===== config.mk =====
export PLATFORM = sky130hd
export DESIGN_NAME = seg7_scan_ctrl_flat
export DESIGN_NICKNAME = d
export VERILOG_FILES = /design/src/rtl/seg7_scan_ctrl_if.sv /design/src/rtl/seg7_scan_ctrl.sv /design/src/flat_wrapper.sv
export SDC_FILE = /design/constraint.sdc
export NUM_CORES = 1
export LEC_CHECK = 0
export CAP_MARGIN = 20
export CORE_ASPECT_RATIO = 0.6
export CORE_MARGIN = 2
export CORE_UTILIZATION = 50
export CTS_BUF_LIST = sky130_fd_sc_hd__clkbuf_8
export DETAILED_ROUTE_END_ITERATION = 10
export PLACE_DENSITY = 0.76
export SLEW_MARGIN = 25
export SYNTH_ARGS = -nofsm -noshare
export SYNTH_HDL_FRONTEND = slang
export SYNTH_SLANG_ARGS = --single-unit

===== constraint.sdc =====
create_clock -name clk -period 2.68 [get_ports clk]
set_input_delay 0.268 -clock clk [delete_from_list [all_inputs] [get_ports clk]]
set_output_delay 0.268 -clock clk [all_outputs]
set_load 0.02 [all_outputs]

===== src/rtl/seg7_scan_ctrl_if.sv =====
// Signal bundle between the lab6 data path and the 8-digit seven-segment scanner.
// The master supplies the value and masks; the slave drives the board's display lines.
interface seg7_scan_ctrl_if;
  logic [31:0] data;
  logic [7:0]  dp_mask;
  logic [7:0]  digit_en;
  logic        lz_blank;
  logic [7:0]  anode;
  logic [6:0]  cathode;
  logic        DP;
  logic        frame_tick;

  modport master (
    output data, dp_mask, digit_en, lz_blank,
    input  anode, cathode, DP, frame_tick
  );

  modport slave (
    input  data, dp_mask, digit_en, lz_blank,
    output anode, cathode, DP, frame_tick
  );
endinterface


===== src/rtl/seg7_scan_ctrl.sv =====
// Time-multiplexed 8-digit seven-segment scanner with an anti-ghosting blanking gap
// between digits and a once-per-frame snapshot of the displayed value.
module seg7_scan_ctrl #(
  parameter int DIV     = 100000,
  parameter int GAP_CYC = 16
) (
  input  logic             clk,
  input  logic             rst_n,
  seg7_scan_ctrl_if.slave  bus
);

  localparam int PW = (DIV > 1) ? $clog2(DIV) : 1;
  localparam int GW = (GAP_CYC > 1) ? $clog2(GAP_CYC) : 1;
  localparam logic [PW-1:0] PRE_LAST = PW'(DIV - 1);
  localparam logic [GW-1:0] GAP_LAST = GW'(GAP_CYC - 1);

  typedef enum logic {S_GAP, S_DRIVE} state_t;

  state_t          state_q;
  logic [2:0]      idx_q;
  logic [PW-1:0]   pre_cnt_q;
  logic [GW-1:0]   gap_cnt_q;
  logic [31:0]     snap_q;
  logic [7:0]      dp_s_q;
  logic [7:0]      en_s_q;
  logic            lz_s_q;
  logic            frame_tick_q;
  logic [7:0]      anode_q;
  logic [6:0]      cathode_q;
  logic            dp_q;

  logic [3:0]      nib_d;
  logic [31:0]     upper_d;
  logic            lzb_d;
  logic            lit_d;
  logic [7:0]      anode_d;
  logic [6:0]      cathode_d;
  logic            dp_d;

  function automatic logic [6:0] hex7(input logic [3:0] n);
    case (n)
      4'h0: hex7 = 7'h40;  4'h1: hex7 = 7'h79;  4'h2: hex7 = 7'h24;  4'h3: hex7 = 7'h30;
      4'h4: hex7 = 7'h19;  4'h5: hex7 = 7'h12;  4'h6: hex7 = 7'h02;  4'h7: hex7 = 7'h78;
      4'h8: hex7 = 7'h00;  4'h9: hex7 = 7'h10;  4'hA: hex7 = 7'h08;  4'hB: hex7 = 7'h03;
      4'hC: hex7 = 7'h46;  4'hD: hex7 = 7'h21;  4'hE: hex7 = 7'h06;  default: hex7 = 7'h0E;
    endcase
  endfunction

  // Leading-zero test: everything from the current nibble upward is zero.
  always_comb begin
    nib_d     = snap_q[{idx_q, 2'b00} +: 4];
    upper_d   = snap_q >> {idx_q, 2'b00};
    lzb_d     = lz_s_q && (idx_q != 3'd0) && (upper_d == 32'd0);
    lit_d     = (state_q == S_DRIVE) && en_s_q[idx_q] && !lzb_d;
    cathode_d = lit_d ? hex7(nib_d) : 7'h7F;
    dp_d      = lit_d ? ~dp_s_q[idx_q] : 1'b1;
  end

  for (genvar gi = 0; gi < 8; gi++) begin : g_anode
    assign anode_d[gi] = !(lit_d && (idx_q == 3'(gi)));
  end

  always_ff @(posedge clk or negedge rst_n) begin
    if (!rst_n) begin
      state_q      <= S_GAP;
      idx_q        <= 3'd0;
      pre_cnt_q    <= '0;
      gap_cnt_q    <= '0;
      snap_q       <= 32'd0;
      dp_s_q       <= 8'd0;
      en_s_q       <= 8'd0;
      lz_s_q       <= 1'b0;
      frame_tick_q <= 1'b0;
      anode_q      <= 8'hFF;
      cathode_q    <= 7'h7F;
      dp_q         <= 1'b1;
    end else begin
      frame_tick_q <= 1'b0;
      anode_q      <= anode_d;
      cathode_q    <= cathode_d;
      dp_q         <= dp_d;
      case (state_q)
        S_GAP: begin
          if (gap_cnt_q == GAP_LAST) begin
            state_q   <= S_DRIVE;
            gap_cnt_q <= '0;
            pre_cnt_q <= '0;
            // Only the start of digit 0 samples inputs, so a frame never tears.
            if (idx_q == 3'd0) begin
              snap_q       <= bus.data;
              dp_s_q       <= bus.dp_mask;
              en_s_q       <= bus.digit_en;
              lz_s_q       <= bus.lz_blank;
              frame_tick_q <= 1'b1;
            end
          end else begin
            gap_cnt_q <= gap_cnt_q + GW'(1);
          end
        end
        default: begin
          if (pre_cnt_q == PRE_LAST) begin
            state_q   <= S_GAP;
            idx_q     <= idx_q + 3'd1;
            pre_cnt_q <= '0;
            gap_cnt_q <= '0;
          end else begin
            pre_cnt_q <= pre_cnt_q + PW'(1);
          end
        end
      endcase
    end
  end

  assign bus.anode      = anode_q;
  assign bus.cathode    = cathode_q;
  assign bus.DP         = dp_q;
  assign bus.frame_tick = frame_tick_q;

endmodule

===== src/flat_wrapper.sv =====
// flat-port wrapper written by rule: the top's interface ports become plain ports
module seg7_scan_ctrl_flat 
#(
  parameter int DIV     = 100000,
  parameter int GAP_CYC = 16
)
  (clk, rst_n, bus_data, bus_dp_mask, bus_digit_en, bus_lz_blank, bus_anode, bus_cathode, bus_DP, bus_frame_tick);
  seg7_scan_ctrl_if bus_i ();
  input  logic clk;
  input  logic rst_n;
  input wire logic [$bits(bus_i.data)-1:0] bus_data;
  input wire logic [$bits(bus_i.dp_mask)-1:0] bus_dp_mask;
  input wire logic [$bits(bus_i.digit_en)-1:0] bus_digit_en;
  input wire logic [$bits(bus_i.lz_blank)-1:0] bus_lz_blank;
  output wire logic [$bits(bus_i.anode)-1:0] bus_anode;
  output wire logic [$bits(bus_i.cathode)-1:0] bus_cathode;
  output wire logic [$bits(bus_i.DP)-1:0] bus_DP;
  output wire logic [$bits(bus_i.frame_tick)-1:0] bus_frame_tick;
  assign bus_i.data = bus_data;
  assign bus_i.dp_mask = bus_dp_mask;
  assign bus_i.digit_en = bus_digit_en;
  assign bus_i.lz_blank = bus_lz_blank;
  assign bus_anode = bus_i.anode;
  assign bus_cathode = bus_i.cathode;
  assign bus_DP = bus_i.DP;
  assign bus_frame_tick = bus_i.frame_tick;
  seg7_scan_ctrl #(.DIV(DIV), .GAP_CYC(GAP_CYC)) u_core (.clk(clk), .rst_n(rst_n), .bus(bus_i));
endmodule

After elaboration in Yosys (flattened, before gate mapping) --
Memories as Yosys holds them, arrays and structs flattened. Index checks and enable logic that the tools add are counted.
Word-level totals: register bits 91, bits in read-only memories 112, bits of input ports 51, output and inout bits 17, memories 1
Cells by class: add/sub/neg operators 3, order comparisons 1, eq/ne operators 10, shift-type cells 2, mux-type cells 18, bitwise gates (word level) 2, reductions and logical operators 27
Memories:
- (name not given) | words 16, width 7, read ports 1, clocked after memory_dff 0, write ports 0, line seg7_scan_ctrl.sv:41 | case (n)
Operators with widths (count):
- 17-bit 2-to-1 mux | 3
- 32-bit zero test | 1
- 32-bit by 6-bit indexed part select with 4-bit output | 1
- 32-bit by 5-bit right shift with 32-bit output | 1
- 17-bit by 1-bit adder with 17-bit output (second input constant) | 1
- 17-bit equality test (second input constant) | 1
- 3-bit equality test (second input constant) | 4
- 1-bit logical AND | 12
- 4-bit 2-to-1 mux | 3
- 1-bit zero test | 9
- 1-bit 2-to-1 mux | 9
- 7-bit 2-to-1 mux | 1
- 1-bit binary-select mux with 3-bit select | 2
- 3-bit by 2-bit equality test with 1-bit output (second input constant) | 2
- 4-bit by 1-bit adder with 4-bit output (second input constant) | 1
- 4-bit equality test (second input constant) | 1
- 3-bit by 4-bit less-than comparator with 1-bit output (second input constant) | 1
- 3-bit by 1-bit adder with 3-bit output (second input constant) | 1
- 3-bit by 1-bit equality test with 1-bit output (second input constant) | 1
- 3-bit zero test | 1
- 3-bit AND reduction | 1
- 3-bit nonzero test | 1
- 2-bit != test (second input constant) | 1
- 1-bit inverter | 2
- other kinds (2) | 2

Longest topological paths before layout --
Gate-level depths: netlist of run 1.
depth after elaboration 7, depth in mapped cells 10, mapped depth without buffers 8

Least setup slack after synthesis of run 1 --
OpenSTA, ideal clock, no wires.
path type reg2reg, from register u_core.idx_q[1], to register u_core.cathode_q[6], in the netlist u_core.bus.cathode[6], library setup time 65 ps, arrival 2631 ps, data required time 2615 ps, path slack -16 ps, stages on the path, launching flop included 11, buffers on the path 3, clock period less this slack 2696 ps, cells stage by stage dfrtp_1 > buf_2 > clkbuf_1 > mux4_2 > mux2i_1 > ha_1 > and3_1 > a31oi_1 > o21bai_1 > buf_6 > nand3_1
On the way: word-level cells in the longest chain between the ends 6
Ends and longest elaborated chain:
- from (decl) | line seg7_scan_ctrl.sv:20 | logic [2:0] idx_q;
- from (signal assigned) | line seg7_scan_ctrl.sv:103 | idx_q <= idx_q + 3'd1;
- branches (longest 5 deep; another with memory 16 x 7 bit)
- 7-bit 2-to-1 mux (*) | line seg7_scan_ctrl.sv:55 | cathode_d = lit_d ? hex7(nib_d) : 7'h7F;
- via u_core.cathode_d[6] | line seg7_scan_ctrl.sv:37 | logic [6:0] cathode_d;
- to (signal assigned) | line seg7_scan_ctrl.sv:80 | cathode_q <= cathode_d;
- to (decl) | line seg7_scan_ctrl.sv:29 | logic [6:0] cathode_q;
Mark *: on every way through the listed nets, which the timed path passes. The select of a mux whose other input is x is not followed. A chain may end at the register's enable or synchronous reset.

Worst setup path after layout of run 1 --
from register u_core.idx_q[0], to register u_core.cathode_q[4], in the netlist u_core.bus.cathode[4]
The elaborated chain is that of the path after synthesis.

==> summary.md, run 1 <==
The final total negative setup slack is 0 ns, and the achievable clock frequency is 401 MHz. The internal power of the cells totals 1.90 mW. The core region is 8620 um2. Clock buffer count from CTS: 9.

The top cell type by total area after synthesis was dfrtp_1. Ranked by instance count, the synthesized netlist is headed by dfrtp_1 (75), mux2_2 (32), nand2_1 (30), mux2_1 (19), nor2_1 (19). The run gives 0.105 as the share of total power in combinational logic.

The initial antenna violation count was 0. In the post-synthesis netlist, the biggest area contributors are dfrtp_1 (42%), dfstp_2 (9.4%), mux2_2 (8.0%). Relative to the synthesized area, the layout overhead comes to 23.6%.

The net switching share of the total power is 0.236, and the floorplan die width is 126 um. The tools report the count of fill cells added during filler insertion as 676. The sequential group share of total power is 0.590, and the final period demand of the worst path is 2.49 ns. The detail route stage leaves a number of antenna-violating nets equal to 0. Synthesis produced a netlist with a net count of 432. 0 antenna diodes ended up in the layout. The number of instances in the synthesized netlist was 367; the number of buffers between clock root and the deepest sink was 2. The clock net in this run drives a total of 91 sinks.

For the share of the yosys chip area belonging to registers, the log shows 0.512. The buffer cell driving the clock tree root is clkbuf_8. After detailed routing, the average wire length per cell comes to 17.7 um.

The highest net fanout along the worst path was 12; the power per unit of standard cell area was 449 nW/um2. The maximum vdd drop came out at 0.000306 V. TritonCTS built the clock tree.

The run gives 0.858 as the global placer's final weighted congestion. The fraction of registers with async set/reset is 1.00, and the top cell type's share of synthesized area is 0.418. After clock tree synthesis, the clock-pin slew on the worst setup and hold paths is 0.08 ns.

The clock network latency to the later pin of the worst-skew pair came out at 0.36 ns. The tools report the category of the worst setup path launch point as a flip-flop. The effective utilization at floorplan is 0.521, and the total congestion overflow after global routing is 0. After floorplanning, the core was divided into 26 placement rows. In the routed design, unresolved DRC markers number 0. The run finished with clean final reports. The number of iterations in the first detailed-routing pass was 5. The routed design has 9920 um of wire. The tools report the HPWL after detailed placement as 7360 um. Worst hold path class: input port to asynchronous set/reset pin.

Registers take 2300 um2. For the worst setup path, the data arrival time is 2.77 ns. 68 I/O pins were placed. For the part of the total power dissipated in the clock network, the log shows 0.306. For this design the total switching power over the nets is 588 uW.

The post-synthesis register bit count was 91. For the worst setup path, the data required time is 2.95 ns. The analysis attributes to cell leakage a power of 2.27 nW. The height of the die came out at 77.4 um. The via count of the first global-routing pass is 3,175, and the synthesized area divided by synthesized cell count is 12.2 um2. The H-tree generated during clock tree synthesis spans 3 levels. Using the TritonRoute via totals, the vias-per-cell ratio works out to 5.76.

Setup repair after global routing left no endpoint under its margin. The tools report the count of synthesis-stage warnings from yosys as 0. The final critical-path share of the clock period is 0.930, and the setup violation total in the final timing report is 0. The utilization of the core after routing is 0.643, and the count of input and output buffers is 67. The final count of pins violating max slew is 0.

The run gives 0.218 as the aggregate global-route resource usage. The count of endpoints failing hold in the final timing report is 0. In this run, distinct cell masters in the synthesized netlist total 51. The design draws 2.49 mW. Entering global routing, the biggest net connects 92 pins.

On the final layout, the worst clock skew is 0.0130 ns. The most instantiated library cell after synthesis was dfrtp_1. The number of max-cap violations was 0; the initial DRC count was 276. In the synthesized netlist the dominant register cell turns out to be dfrtp_1. The overall via count from detail_route is 3,218, and the global-route wire length before repair is 16,500 um.

For the total number of nets in the final design, the log shows 509. The transition at the pin with the smallest max-transition slack is 0.836 ns, and the relative slew slack is 0.440. For the total standard cell area after synthesis, the log shows 4490 um2.

The kind of critical path was flip-flop to flip-flop. The tools report the overall die area as 9780 um2. The fraction of layout instances using a drive strength above 1 is 0.221. The multi-input combinational cells in the finished layout cover a total of 2090 um2. STA classifies the critical path endpoint as a flip-flop. The number of synthesized flops with an enable pin is 0.
-- placed cells by master, fill, tap and decap left out, drive strengths merged, types with 3 or more instances in the layout --
cell	count
nand2	30
a22oi	3
nand3	14
a31oi	6
clkdlybuf4s50	66
xor2	3
ha	14
nor3	3
and3	6
dfstp	16
o21ai	20
nand4	5
inv	14
dfrtp	75
xnor2	3
o22ai	4
mux2	51
nor2	19
mux2i	6
nand2b	4
nor4	5
clkbuf	9
buf	15
a22o	3
mux4	14
o31ai	6
a21oi	3
a211oi	3
-- worst max-delay path, stage by stage, from the launching register on --
cell      delay, ns
dfrtp_2        0.42
buf_4          0.18
mux4_2         0.49
or4_1          0.40
a211o_1        0.26
a211oi_2       0.33
o21bai_4       0.19
o211ai_1       0.13
-- cell families after synthesis --
family | synth area share
flops | 0.512
fa+ha+maj | 0.0390
compound gates | 0.0875
xor+xnor | 0.0117
buf+inv | 0.0270
simple gates | 0.111
mux | 0.212
-- layout make-up --
cell class              count  share of cell area
repair buffers             82               0.148
multi-input cells         248               0.377
clock inverters             5             0.00451
well taps                 112              0.0253
inverters                  12             0.00812
clock buffers               9              0.0223
flip-flops and latches     91               0.414
-- sequential cells by signal (all words and copies together) (netlist names) --
signal	flops
u_core.dp_s_q	8
u_core.bus.anode	8
u_core.bus.cathode	7
u_core.idx_q	3
u_core.state_q	1
u_core.bus.frame_tick	1
u_core.bus.DP	1
u_core.lz_s_q	1
u_core.snap_q	32
u_core.pre_cnt_q	17
u_core.en_s_q	8
u_core.gap_cnt_q	4
-- timing repair --
action	4_1_cts	5_1_grt
endpoints found under the setup margin	1	5
hold endpoints to repair	75	0
hold buffers	1	0
buffers inserted	0	0
resized for setup	1	2
-- power groups by stage --
stage | registers, mW | logic [mW] | clock network [mW]
finish | 1.47 | 0.260 | 0.761
CTS | 1.47 | 0.263 | 0.788
global route | 1.47 | 0.285 | 0.842
global placement | 1.49 | 0.255 | 0
floorplan | 1.50 | 0.0918 | 0
detailed placement | 1.49 | 0.260 | 0
-- layer usage --
layer	vias up	part of all wire	global-route usage	routed length (um)
met3	10	0.060	0.0586	594
li1	1513	-	-	-
met5	-	0	0	0
met4	0	0.011	0.0670	107
met2	105	0.44	0.309	4330
met1	1590	0.49	0.327	4890
-- path summary, 6_finish.rpt --
check                                        endpoint  cells past startpoint  slack, ns                 start
worst max-delay path            u_core.bus.cathode[4]                      7       0.19       u_core.idx_q[0]
worst min-delay path                 u_core.snap_q[4]                      3       0.49                 rst_n
worst max register to register  u_core.bus.cathode[4]                      7       0.19       u_core.idx_q[0]
worst min register to register   u_core.pre_cnt_q[16]                      1       0.49  u_core.pre_cnt_q[16]
max in group asynchronous       u_core.bus.cathode[2]                      3       1.82                 rst_n
min in group clk                 u_core.pre_cnt_q[16]                      1       0.49  u_core.pre_cnt_q[16]
-- per-stage QoR --
step / std cells / worst slack (ns) / hold WS (ns) / instance area [um2]
3_3_place_gp: 544 / 0.0874 / 0.346 / 5380
4_1_cts: 559 / 0.115 / 0.485 / 5540
5_1_grt: 559 / 0.0509 / 0.492 / 5550
2_1_floorplan: 367 / 0.0858 / -0.0276 / 4490
3_5_place_dp: 544 / 0.0403 / 0.350 / 5380
6_report: 559 / 0.187 / 0.487 / 5550
Note: power is estimated with default switching activity, not from simulation.
==> run 2: changes to the inputs <==
Settings changed: CORE_UTILIZATION 50 to 49, CTS_BUF_LIST sky130_fd_sc_hd__clkbuf_8 to not set, GPL_ROUTABILITY_DRIVEN set to 1, PLACE_DENSITY 0.76 to 0.74.
==> run 2 against run 1 <==
Non-clock buffer count increased by 1. Clock power increased by 54%. Combinational power about the same. Critical path type unchanged. Largest cell class unchanged.
==> summary.md, run 2 (synthesis gave the netlist of run 1 again) <==
The layout-stage area growth over the synthesis result is 25.8%, and the net switching power of the design is 646 uW (+9.9%). The logs give 9 (unchanged) for the clock buffer count from CTS and 2.74 ns (-0.03 ns) for the data arrival time at the worst-slack endpoint. Initial DRC count: 322 (+17%).

The number of max-cap violations is 0 (unchanged). The worst register-to-register path begins at u_core.idx_q[0]. For the count of fill cells added during filler insertion, the log shows 687 (+1.6%). The number of cells on the worst reg-to-reg path is 6 (-1), and the via count of the first global-routing pass is 3,227 (+1.6%). The run gives 9970 um2 (+2.0%) as the overall die area. The count of endpoints failing hold in the final timing report was 0 (unchanged). The overall via count from detail_route is 3,211 (-0.22%).

The clock transition at the register clock pins on the worst setup and hold paths after CTS was 0.06 ns (-0.02 ns). TritonCTS built the clock tree. The tools report the capture point of the worst reg-to-reg path as u_core.bus.cathode[4].

In the layout the commonest cells are dfrtp_1 (73), clkdlybuf4s50_1 (66), mux2_2 (32). The sequential group share of total power was 0.506 (-0.084); the area of the core region was 8690 um2 (+0.75%). Total non-filler cell area in the finished layout: 5650 um2 (+1.8%). The kind of critical path is flip-flop to flip-flop.

The effective utilization at floorplan came out at 0.517 (-0.00390). The via density per instance works out to 5.71 (-0.75%). The number of buffers between clock root and the deepest sink is 2 (unchanged), and the number of diodes added for antenna fixing is 0 (unchanged). Net switching share of the total power: 0.222 (-0.0139).

The buffer cell driving the clock tree root was clkbuf_16. The final total negative setup slack is 0 ns (unchanged). The run gives 545 (+0.18%) as the total placed cells including tap cells. The critical path goes through mux4_2 -> or4_1 -> a211o_1 -> a211oi_2 -> o21bai_2 -> o211ai_1. The logs give 0 (unchanged) for the total setup buffers inserted after CTS and 0.220 (+0.00197) for the aggregate global-route resource usage. The power per unit of standard cell area was 514 nW/um2 (+15%).

Height of the die: 78.1 um (+0.96%). The initial antenna violation count was 0 (unchanged); the number of iterations in the first detailed-routing pass was 5 (unchanged). The standard-cell row count is 26 (unchanged), and the global placer's final weighted congestion is 0.860 (+0.21%). In the final layout, the registers with the most flip-flops are u_core.snap_q x32, u_core.pre_cnt_q x17. For the remaining antenna violation count after routing, the log shows 0 (unchanged).

The count of placed standard cells in the final layout, fillers left out is 562 (+0.54%), and the number of DRC violations after detailed routing is 0 (unchanged). The critical path starts at u_core.idx_q[0]. The routed wirelength normalized by instance count came out at 17.8 um (+0.60%). u_core.snap_q holds more flip-flops than any other register.

The tools report the category of the worst setup path launch point as a flip-flop. The achievable clock frequency was 403 MHz (+0.56%). The total congestion overflow after global routing was 0 (unchanged); the transition at the pin with the smallest max-transition slack was 0.821 ns (-0.0147 ns). The fraction of layout instances using a drive strength above 1 was 0.229 (+0.00741); the highest net fanout along the worst path was 12 (unchanged).

The number of H-tree branching levels is 3 (unchanged), and the final period demand of the worst path is 2.48 ns (-0.0140 ns). The logs give 0 (unchanged) for the setup violation total in the final timing report and 16,800 um (+1.5%) for the global-route wire length before repair. The final count of pins violating max slew is 0 (unchanged).

The pin count of the biggest net entering global routing came out at 49 (-47%). Setup repair after global routing left no endpoint under its margin. The total power was 2.91 mW (+17%); the count of input and output buffers was 67 (unchanged). The type of element capturing the critical path was a flip-flop. Leaving out fill and tap cells, the most frequent cell in the layout is dfrtp_1.

The sum of buffers and inverters on the critical path is 0 (-1). The part of the total power dissipated in the clock network was 0.404 (+0.098). The floorplan die width is 128 um (+0.98%). The worst hold path belongs to the class input port to asynchronous set/reset pin.

The highest cell delay on the worst timing path came out at 0.54 ns (+0.05 ns). The number of flip-flops under the largest register name came out at 32 (unchanged). The run gives 510 (+0.20%) as the total number of nets in the final design. The tools report the HPWL after detailed placement as 7490 um (+1.8%).

The final critical-path share of the clock period works out to 0.925 (-0.00522). For the share of total power in combinational logic, the log shows 0.089 (-0.016). Critical-path cell with the highest stage delay: mux4_2. The internal cell power is 2.26 mW (+19%). The logs give 5360 um2 (-0.33%) for the placed standard-cell area and 0.20 ns (about the same) for the worst reg-to-reg setup slack. The flow ran to the end, and the final reports show no timing, DRC or antenna violations. The reported leakage power is 2.33 nW (+2.3%). For the data required time of the worst path, the log shows 2.95 ns (about the same). The run gives 0.000370 V (+21%) as the maximum vdd drop. The largest delay contributor family on the critical path was compound AO/OA/AOI/OAI gates.

The tools report the relative slew slack as 0.450 (+0.00987). The worst clock skew was 0.00480 ns (-0.00825 ns). The utilization of the core after routing was 0.650 (+0.00699); the I/O pin count was 68 (unchanged). The final wirelength is 10,000 um (+1.1%). The clock sink count is 91 (unchanged). The clock network latency to the later pin of the worst-skew pair was 0.35 ns (about the same).
## run 2: cell types whose count changed in the layout (fill, tap and decap cells not counted), sizes merged
| cell | previous run | this run |
|---|---|---|
| inv | 14 | 12 |
| clkinv | 2 | 3 |
| buf | 15 | 16 |
| clkinvlp | 1 | 0 |
| clkbuf | 9 | 13 |
## run 2: metrics by stage
stage | setup WS (ns) | hold WS [ns]
after CTS | 0.106 | 0.477
final | 0.201 | 0.473
after global routing | 0.0264 | 0.506
after global placement | 0.0452 | 0.312
after floorplan | 0.0858 | -0.0276
after detailed placement | 0.00394 | 0.313
## run 2: repair_timing
action / in CTS / in global routing
cloned: 0 / 0
setup endpoints to repair: 1 / 12
endpoints found under the hold margin: 45 / 0
gates resized for setup: 1 / 2
hold buffers: 1 / 0
pin swaps: 0 / 0
## run 2: worst register-to-register path: stages (launching register included)
cell and delay, ns:
dfrtp_2 0.43, mux4_2 0.54, or4_1 0.54, a211o_1 0.26, a211oi_2 0.24, o21bai_2 0.23, o211ai_1 0.16
## run 2: worst max-delay path by stage
stage,end,slack (ns),cells after the start
finish,u_core.bus.cathode[4],0.20,6
global route,u_core.bus.cathode[4],0.03,8
CTS,u_core.bus.cathode[4],0.11,8
detailed placement,u_core.bus.cathode[4],0.004,8
global placement,u_core.bus.cathode[4],0.05,6
floorplan,u_core.bus.cathode[6],0.09,10
## run 2: power by group through the flow
stage / combinational, mW / sequential [mW] / clock, mW
after global routing: 0.284 / 1.48 / 1.26
after CTS: 0.263 / 1.47 / 1.20
after detailed placement: 0.260 / 1.49 / 0
final: 0.260 / 1.47 / 1.17
after global placement: 0.255 / 1.49 / 0
after floorplan: 0.0918 / 1.50 / 0
## run 2: final cells by class
| class | count | area, um2 | area share |
|---|---|---|---|
| multi-input cells | 248 | 2090 | 0.369 |
| clock buffers | 13 | 260 | 0.0461 |
| repair buffers | 83 | 803 | 0.142 |
| clock inverters | 3 | 15.0 | 0.00266 |
| inverters | 12 | 45.0 | 0.00797 |
| flip-flops and latches | 91 | 2300 | 0.407 |
| well taps | 112 | 140 | 0.0248 |
## run 2: per-layer routing
layer	track usage	part of all wire	up-vias
li1	-	-	1515
met1	0.332	0.50	1582
met2	0.309	0.42	101
met3	0.0613	0.063	13
met4	0.0637	0.014	0
met5	0	0	-
